==> src/rtl/NXConstants.sv <==
// -----------------------------------------------------------------------------
// NXConstants
//   Shared Nexus controller types.
//   control_response_t : one beat of a host-bound control response.
// -----------------------------------------------------------------------------
package NXConstants;

    localparam int unsigned CTRL_RESP_WIDTH = 32;

    typedef logic [CTRL_RESP_WIDTH-1:0] control_response_t;

endpackage

==> src/rtl/nx_rr_select.sv <==
// -----------------------------------------------------------------------------
// nx_rr_select
//   Combinational rotate-priority encoder. Returns the first set bit of i_valid
//   at or after i_ptr, wrapping from N-1 back to 0.
//   Ports:
//     i_valid  [N]          request vector
//     i_ptr    [IDX_WIDTH]  highest-priority index for this cycle (< N)
//     o_grant  [N]          one-hot winner, zero when i_valid is zero
//     o_index  [IDX_WIDTH]  index of the winner, zero when nothing is granted
// -----------------------------------------------------------------------------
module nx_rr_select #(
    parameter int unsigned N         = 3,
    parameter int unsigned IDX_WIDTH = $clog2(N)
) (
    input  logic [N-1:0]         i_valid,
    input  logic [IDX_WIDTH-1:0] i_ptr,
    output logic [N-1:0]         o_grant,
    output logic [IDX_WIDTH-1:0] o_index
);

    logic [31:0]          sum;
    logic [IDX_WIDTH-1:0] pos;
    logic                 found;

    always_comb begin
        o_grant = '0;
        o_index = '0;
        found   = 1'b0;
        sum     = '0;
        pos     = '0;
        for (int unsigned off = 0; off < N; off++) begin
            // Wrap once: i_ptr < N and off < N, so sum < 2N.
            sum = 32'(i_ptr) + off;
            if (sum >= N) begin
                sum = sum - N;
            end
            pos = IDX_WIDTH'(sum);
            if (!found && i_valid[pos]) begin
                found        = 1'b1;
                o_grant[pos] = 1'b1;
                o_index      = pos;
            end
        end
    end

endmodule

==> src/rtl/nx_ctrl_resp_arbiter.sv <==
// -----------------------------------------------------------------------------
// nx_ctrl_resp_arbiter
//   Round-robin arbiter for the host-bound control response stream, with
//   burst locking (a beat with last=0 locks the grant to its requester until
//   that requester's last=1 beat) and a single registered output stage.
//   Ports:
//     i_clk, i_rst   clock, synchronous active-high reset
//     i_req_data     per-requester response beat
//     i_req_valid    per-requester valid
//     i_req_last     per-requester end-of-burst marker
//     o_req_ready    per-requester accept (at most one bit set)
//     o_resp_data    registered response to host
//     o_resp_valid   registered valid to host
//     i_resp_ready   host ready
//     o_grant        one-hot requester whose beat is accepted this cycle
//     o_locked       a burst is in progress
// -----------------------------------------------------------------------------
module nx_ctrl_resp_arbiter
    import NXConstants::*;
#(
    parameter int unsigned REQUESTERS = 3,
    parameter int unsigned IDX_WIDTH  = $clog2(REQUESTERS)
) (
    input  logic                  i_clk,
    input  logic                  i_rst,
    input  control_response_t     i_req_data [REQUESTERS],
    input  logic [REQUESTERS-1:0] i_req_valid,
    input  logic [REQUESTERS-1:0] i_req_last,
    output logic [REQUESTERS-1:0] o_req_ready,
    output control_response_t     o_resp_data,
    output logic                  o_resp_valid,
    input  logic                  i_resp_ready,
    output logic [REQUESTERS-1:0] o_grant,
    output logic                  o_locked
);

    typedef enum logic {
        ARB_UNLOCKED,
        ARB_LOCKED
    } arb_state_t;

    arb_state_t           state_q, state_d;
    logic [IDX_WIDTH-1:0] ptr_q, ptr_d;
    logic [IDX_WIDTH-1:0] owner_q, owner_d;
    control_response_t    resp_data_q;
    logic                 resp_valid_q;

    logic [REQUESTERS-1:0] eligible;
    logic [REQUESTERS-1:0] sel_grant;
    logic [IDX_WIDTH-1:0]  sel_index;
    logic                  can_accept;
    logic                  accept;
    logic                  accept_last;

    // While locked only the owner may win; if it drops valid the cycle is a
    // bubble rather than a hand-off.
    always_comb begin
        eligible = i_req_valid;
        if (state_q == ARB_LOCKED) begin
            eligible           = '0;
            eligible[owner_q]  = i_req_valid[owner_q];
        end
    end

    nx_rr_select #(
        .N(REQUESTERS)
    ) u_rr_select (
        .i_valid (eligible),
        .i_ptr   (ptr_q),
        .o_grant (sel_grant),
        .o_index (sel_index)
    );

    // Ready is gated by reset so nothing is handed over while requesters are
    // themselves being reset.
    always_comb begin
        can_accept  = !i_rst && (!resp_valid_q || i_resp_ready);
        accept      = can_accept && (|sel_grant);
        accept_last = i_req_last[sel_index];
        o_req_ready = can_accept ? sel_grant : '0;
        o_grant     = o_req_ready;
    end

    always_comb begin
        state_d = state_q;
        owner_d = owner_q;
        ptr_d   = ptr_q;
        unique case (state_q)
            ARB_UNLOCKED: begin
                if (accept && !accept_last) begin
                    state_d = ARB_LOCKED;
                    owner_d = sel_index;
                end
            end
            ARB_LOCKED: begin
                if (accept && accept_last) begin
                    state_d = ARB_UNLOCKED;
                end
            end
            default: state_d = ARB_UNLOCKED;
        endcase
        if (accept && accept_last) begin
            if (sel_index == IDX_WIDTH'(REQUESTERS - 1)) begin
                ptr_d = '0;
            end else begin
                ptr_d = sel_index + IDX_WIDTH'(1);
            end
        end
    end

    always_ff @(posedge i_clk) begin
        if (i_rst) begin
            state_q      <= ARB_UNLOCKED;
            ptr_q        <= '0;
            owner_q      <= '0;
            resp_data_q  <= '0;
            resp_valid_q <= 1'b0;
        end else begin
            state_q <= state_d;
            ptr_q   <= ptr_d;
            owner_q <= owner_d;
            if (accept) begin
                resp_data_q  <= i_req_data[sel_index];
                resp_valid_q <= 1'b1;
            end else if (can_accept) begin
                resp_valid_q <= 1'b0;
            end
        end
    end

    assign o_resp_data  = resp_data_q;
    assign o_resp_valid = resp_valid_q;
    assign o_locked     = (state_q == ARB_LOCKED);

endmodule
==> config.mk <==
export PLATFORM = sky130hd
export DESIGN_NAME = nx_ctrl_resp_arbiter
export DESIGN_NICKNAME = d
export VERILOG_FILES = /design/src/rtl/NXConstants.sv /design/src/rtl/nx_rr_select.sv /design/src/rtl/nx_ctrl_resp_arbiter.sv
export SDC_FILE = /design/constraint.sdc
export NUM_CORES = 1
export LEC_CHECK = 0
export ABC_CLOCK_PERIOD_IN_PS = 2900
export BUFFER_PORTS_ARGS = -buffer_cell sky130_fd_sc_hd__buf_2
export CAP_MARGIN = 20
export CORE_MARGIN = 1
export CORE_UTILIZATION = 40
export DETAILED_ROUTE_END_ITERATION = 8
export HOLD_SLACK_MARGIN = 0.03
export PLACE_DENSITY = 0.89
export SETUP_SLACK_MARGIN = 0.5
export SLEW_MARGIN = 5
export SYNTH_ARGS = -nofsm -noshare
export SYNTH_HDL_FRONTEND = slang
export SYNTH_SLANG_ARGS = --single-unit
export TNS_END_PERCENT = 20
==> constraint.sdc <==
create_clock -name i_clk -period 2.9 [get_ports i_clk]
set_input_delay 0.145 -clock i_clk [delete_from_list [all_inputs] [get_ports i_clk]]
set_output_delay 0.145 -clock i_clk [all_outputs]
set_load 0.005 [all_outputs]
==> metrics list <==
- The flow ran to the end, and the final reports show no timing, DRC or antenna violations.
- Kind of critical path: reg2reg
- After layout, the minimum clock period comes to 2.542 ns.
- The synthesized netlist devotes 26.83% of its cell area to compound gates.
- Summing the areas of all and, or, nand and nor instances in the mapped netlist gives 19.09% of the synthesized area.
* Top cell type's share of synthesized area: 30.96%
- Ranking of synthesized cells by area: dfxtp_1 31%, mux2i_1 14%, a22o_1 12%
- After Yosys synthesis, full adders, half adders and majority gates account for 2.037% of the synthesized area.
* Clock edge transition at the registers on the reported setup and hold paths: 0.08 ns
* Hold violation count in the final report: 0
- Synthesized instance count: 278
* CTS sink count: 38
- Setup TNS Final: 0 ns
- Total core area: 0.005921 sq mm
* Share of layout cells above drive strength 1: 44.81%
- Delay of the slowest critical-path stage: 0.38 ns
- Post-Syn Area: 0.002457 sq mm
- Number of ports placed on the die boundary: 145
- Global-route total usage across every layer: 22.45%
- Count of flip-flops with a built-in enable after synthesis: 0
* Bufs on Longest Clock Path: 2
* Most common cell type on the critical path: mux2_4
* Portion of the clock cycle consumed by the worst path in the final layout: 87.65%
- After synthesis, the largest family of logic cells by area is compound AO/OA/AOI/OAI gates.
* Routed length on met1: 2951 um
- Achievable clock frequency: 393.4 MHz
- Library cell contributing the largest single delay on the critical path: dfxtp_4
* Leakage Power: 0.001668 uW
- Row generation in the floorplan step produced 28 rows.
* Final Core Density: 59.57%
- Power spread over the standard cell area amounts to 777.1 mW/mm^2.
- Metal2 WL: 3729 um
* Root buffer cell: clkbuf_8
- The worst pin sits at a relative slew slack of 59.06%.
- Clock tree from TritonCTS: done
* Signed area change from the synthesized netlist to the final layout: 43.53%
* Die Area: 0.006461 sq mm
- Syn Area/Cell: 8.839 sq um
- Initial core utilization: 41.50%
- After synthesis the netlist holds a flip-flop and latch count of 38.
* Final Setup Violations: 0
- Counting flops with an async set or reset pin after synthesis yields a share of 0%.
- Most instantiated library cell after synthesis: nand2b_1
* Worst ir drop on vdd: 0.4873 mV
* Initial antenna violation count: 0
- After the last flow step, the layout net total stands at 532.
- Number of antenna diodes: 0
* Total length of routed wires: 7186 um
- Width of the die: 80.38 um
- After detailed routing, no signal wire sits above met4.
* Net Count, Synth: 387
- The congestion estimate from routability-driven global placement came to 0.8253.
- Total via count in the routed design: 2652
- Top cells by instance count after synthesis: 40 x nand2b_1, 38 x dfxtp_1, 36 x a21oi_1
- Portion of the post-synthesis area used by sequential elements: 30.96%
* Port Buf Inserts: 144
* Buffers & Inverters on Critical Path: 1
- Critical path required time: 3.09 ns
- The count of pins over their slew limit is 0.
- The count of nets left with antenna violations once routing finished came out at 0.
* Worst Setup End Kind: flop
- Clock skew on the completed layout was measured at 0.007159 ns.
* Filler Cells Inserted: 523
- Overflow left after global routing: 0
- In the final routed layout, each cell accounts on average for 14.40 um.
- Wire length of the first global-routing pass: 11240 um
* Arrival @ worst endpoint: 2.73 ns
- Counting distinct cell types in the post-synthesis netlist gives 43.
* Transition at the pin with the smallest max-transition slack: 0.6142 ns
- Entering global routing, the biggest net connects 43 pins.
- For this run, the detailed router's first-pass iteration total came to 4.
* Cell chain of the critical path: inv_4 -> ha_4 -> a21boi_4 -> o31ai_4 -> a2111oi_4 -> mux2_4 -> mux2_4 -> nor3b_4 -> mux2_4
* Total of hold buffers inserted after clock tree synthesis: 0
* Clock insertion delay at the later pin of the skew report: 0.29 ns
* Number of clock buffers inserted by TritonCTS: 5
- Summed over all instances, the cell type with the most area after synthesis is dfxtp_1.
* H-tree level count: 2
- For this run, design rule violations remaining after detail routing come to 0.
* RSZ-0062 raised after global routing: yes
* Vias per Instance: 5.315
* Height of the chip: 80.38 um
- Max-cap violations in this run came to 0.
* Total design power: 2741 uW
* Largest delay contributor family on the critical path: multiplexers
- First DRT Iteration DRCs: 71
- Of the total synthesized cell area, the portion taken by XOR and XNOR cells is 0%.
* Critical Path Source Type: flop
* Top fanout value on the critical path: 6
* Met3 wirelength from detailed routing: 397 um
- Half-perimeter wire length of the detailed placement result: 5159 um
- Number of warning messages in the yosys log: 0
- After synthesis, the share of cell area in mux cells is 16.09%.
- Class of the tightest hold or removal check: in2reg
- Flip-flop cell with the highest count after synthesis: dfxtp_1
* Via count of the first global-routing pass: 2511
## repair_timing
| item | 4_1_cts | 5_1_grt |
|---|---|---|
| gates cloned | 0 | 0 |
| endpoints found under the setup margin | 41 | 40 |
| endpoints found under the hold margin | 0 | 0 |
| pin swaps | 6 | 1 |
| buffers inserted | 7 | 5 |
| resized for setup | 13 | 2 |
## where the power goes
group	internal, uW	switching (uW)	total [uW]
registers	749	129	877
logic	738	731	1470
clock network	191	203	394
## final cells by class
| cell class | instances | area [sq um] | share of cell area (%) |
|---|---|---|---|
| clock inverters | 2 | 12.51 | 0.3547 |
| flip-flops and latches | 38 | 770.7 | 21.85 |
| inverters | 5 | 21.27 | 0.6031 |
| repair buffers | 161 | 863.3 | 24.48 |
| clock buffers | 6 | 82.58 | 2.341 |
| well taps | 75 | 93.84 | 2.661 |
| multi-input cells | 212 | 1683 | 47.71 |
## through the flow
step	hold slack, ns	cells	setup slack (ns)	instance area, sq um
CTS	0.1236	494	0.3644	3481
global route	0.1234	499	0.2848	3527
global placement	0.4155	479	0.2649	3278
finish	0.1235	499	0.3583	3527
detailed placement	0.4275	479	0.1505	3278
floorplan	0.3278	278	0.2367	2551
## sequential cells by signal, indices dropped and copies added (netlist names), named ones only
register      flops
ptr_q             2
owner_q           2
o_resp_valid      1
o_resp_data      32
## placed cells by master, fill, tap and decap left out, types with 2 or more instances in the layout
master    netlist  routed
ha_1            4       2
buf_2           5     144
dfxtp_2         0       2
inv_1           5       4
mux2i_1        35      35
a31oi_1         2       2
buf_4           3      14
ha_4            0       2
dfxtp_1        38      34
a22o_1         33      33
nor2b_1         7       6
nand2_1         6       6
and2_1          3       3
mux2_4          0       3
nor2_2          0       2
nand2b_1       40      40
nand4_1         4       4
clkbuf_8        0       6
a21oi_1        36      36
o21ai_0         3       3
nor3b_1         2       2
buf_6           0       2
a21boi_4        0       2
nor2_1          6       4
dfxtp_4         0       2
nor3_1          2       2
nand3_1         3       2
## cells by family after synthesis
kind of cell	count (synthesis)
AO/OA/AOI/OAI	90
adder cells (fa/ha/maj)	4
buffers and inverters	28
flip-flops	38
multiplexers	39
AND/OR/NAND/NOR	79
## path summary, 6_finish.rpt
kind | from | end | slack, ns | depth (start not counted)
setup / recovery | ptr_q[0] | owner_q[0] | 0.36 | 9
hold / removal | i_req_data[66] | o_resp_data[2] | 0.12 | 3
setup reg to reg | ptr_q[0] | owner_q[0] | 0.36 | 9
hold reg to reg | o_resp_data[22] | o_resp_data[22] | 0.47 | 2
## worst min-delay path, stage by stage
cell     delay [ns]
buf_2          0.07
a21oi_1        0.05
mux2i_1        0.11
## per-layer routing
| metal | global-route usage, % | vias to the layer above |
|---|---|---|
| met5 | 0 | - |
| met4 | 6.429 | 0 |
| met3 | 4.773 | 11 |
| met2 | 43.05 | 112 |
| met1 | 24.31 | 1222 |
| li1 | - | 1307 |
No activity file was read; power rests on OpenSTA's default activity.
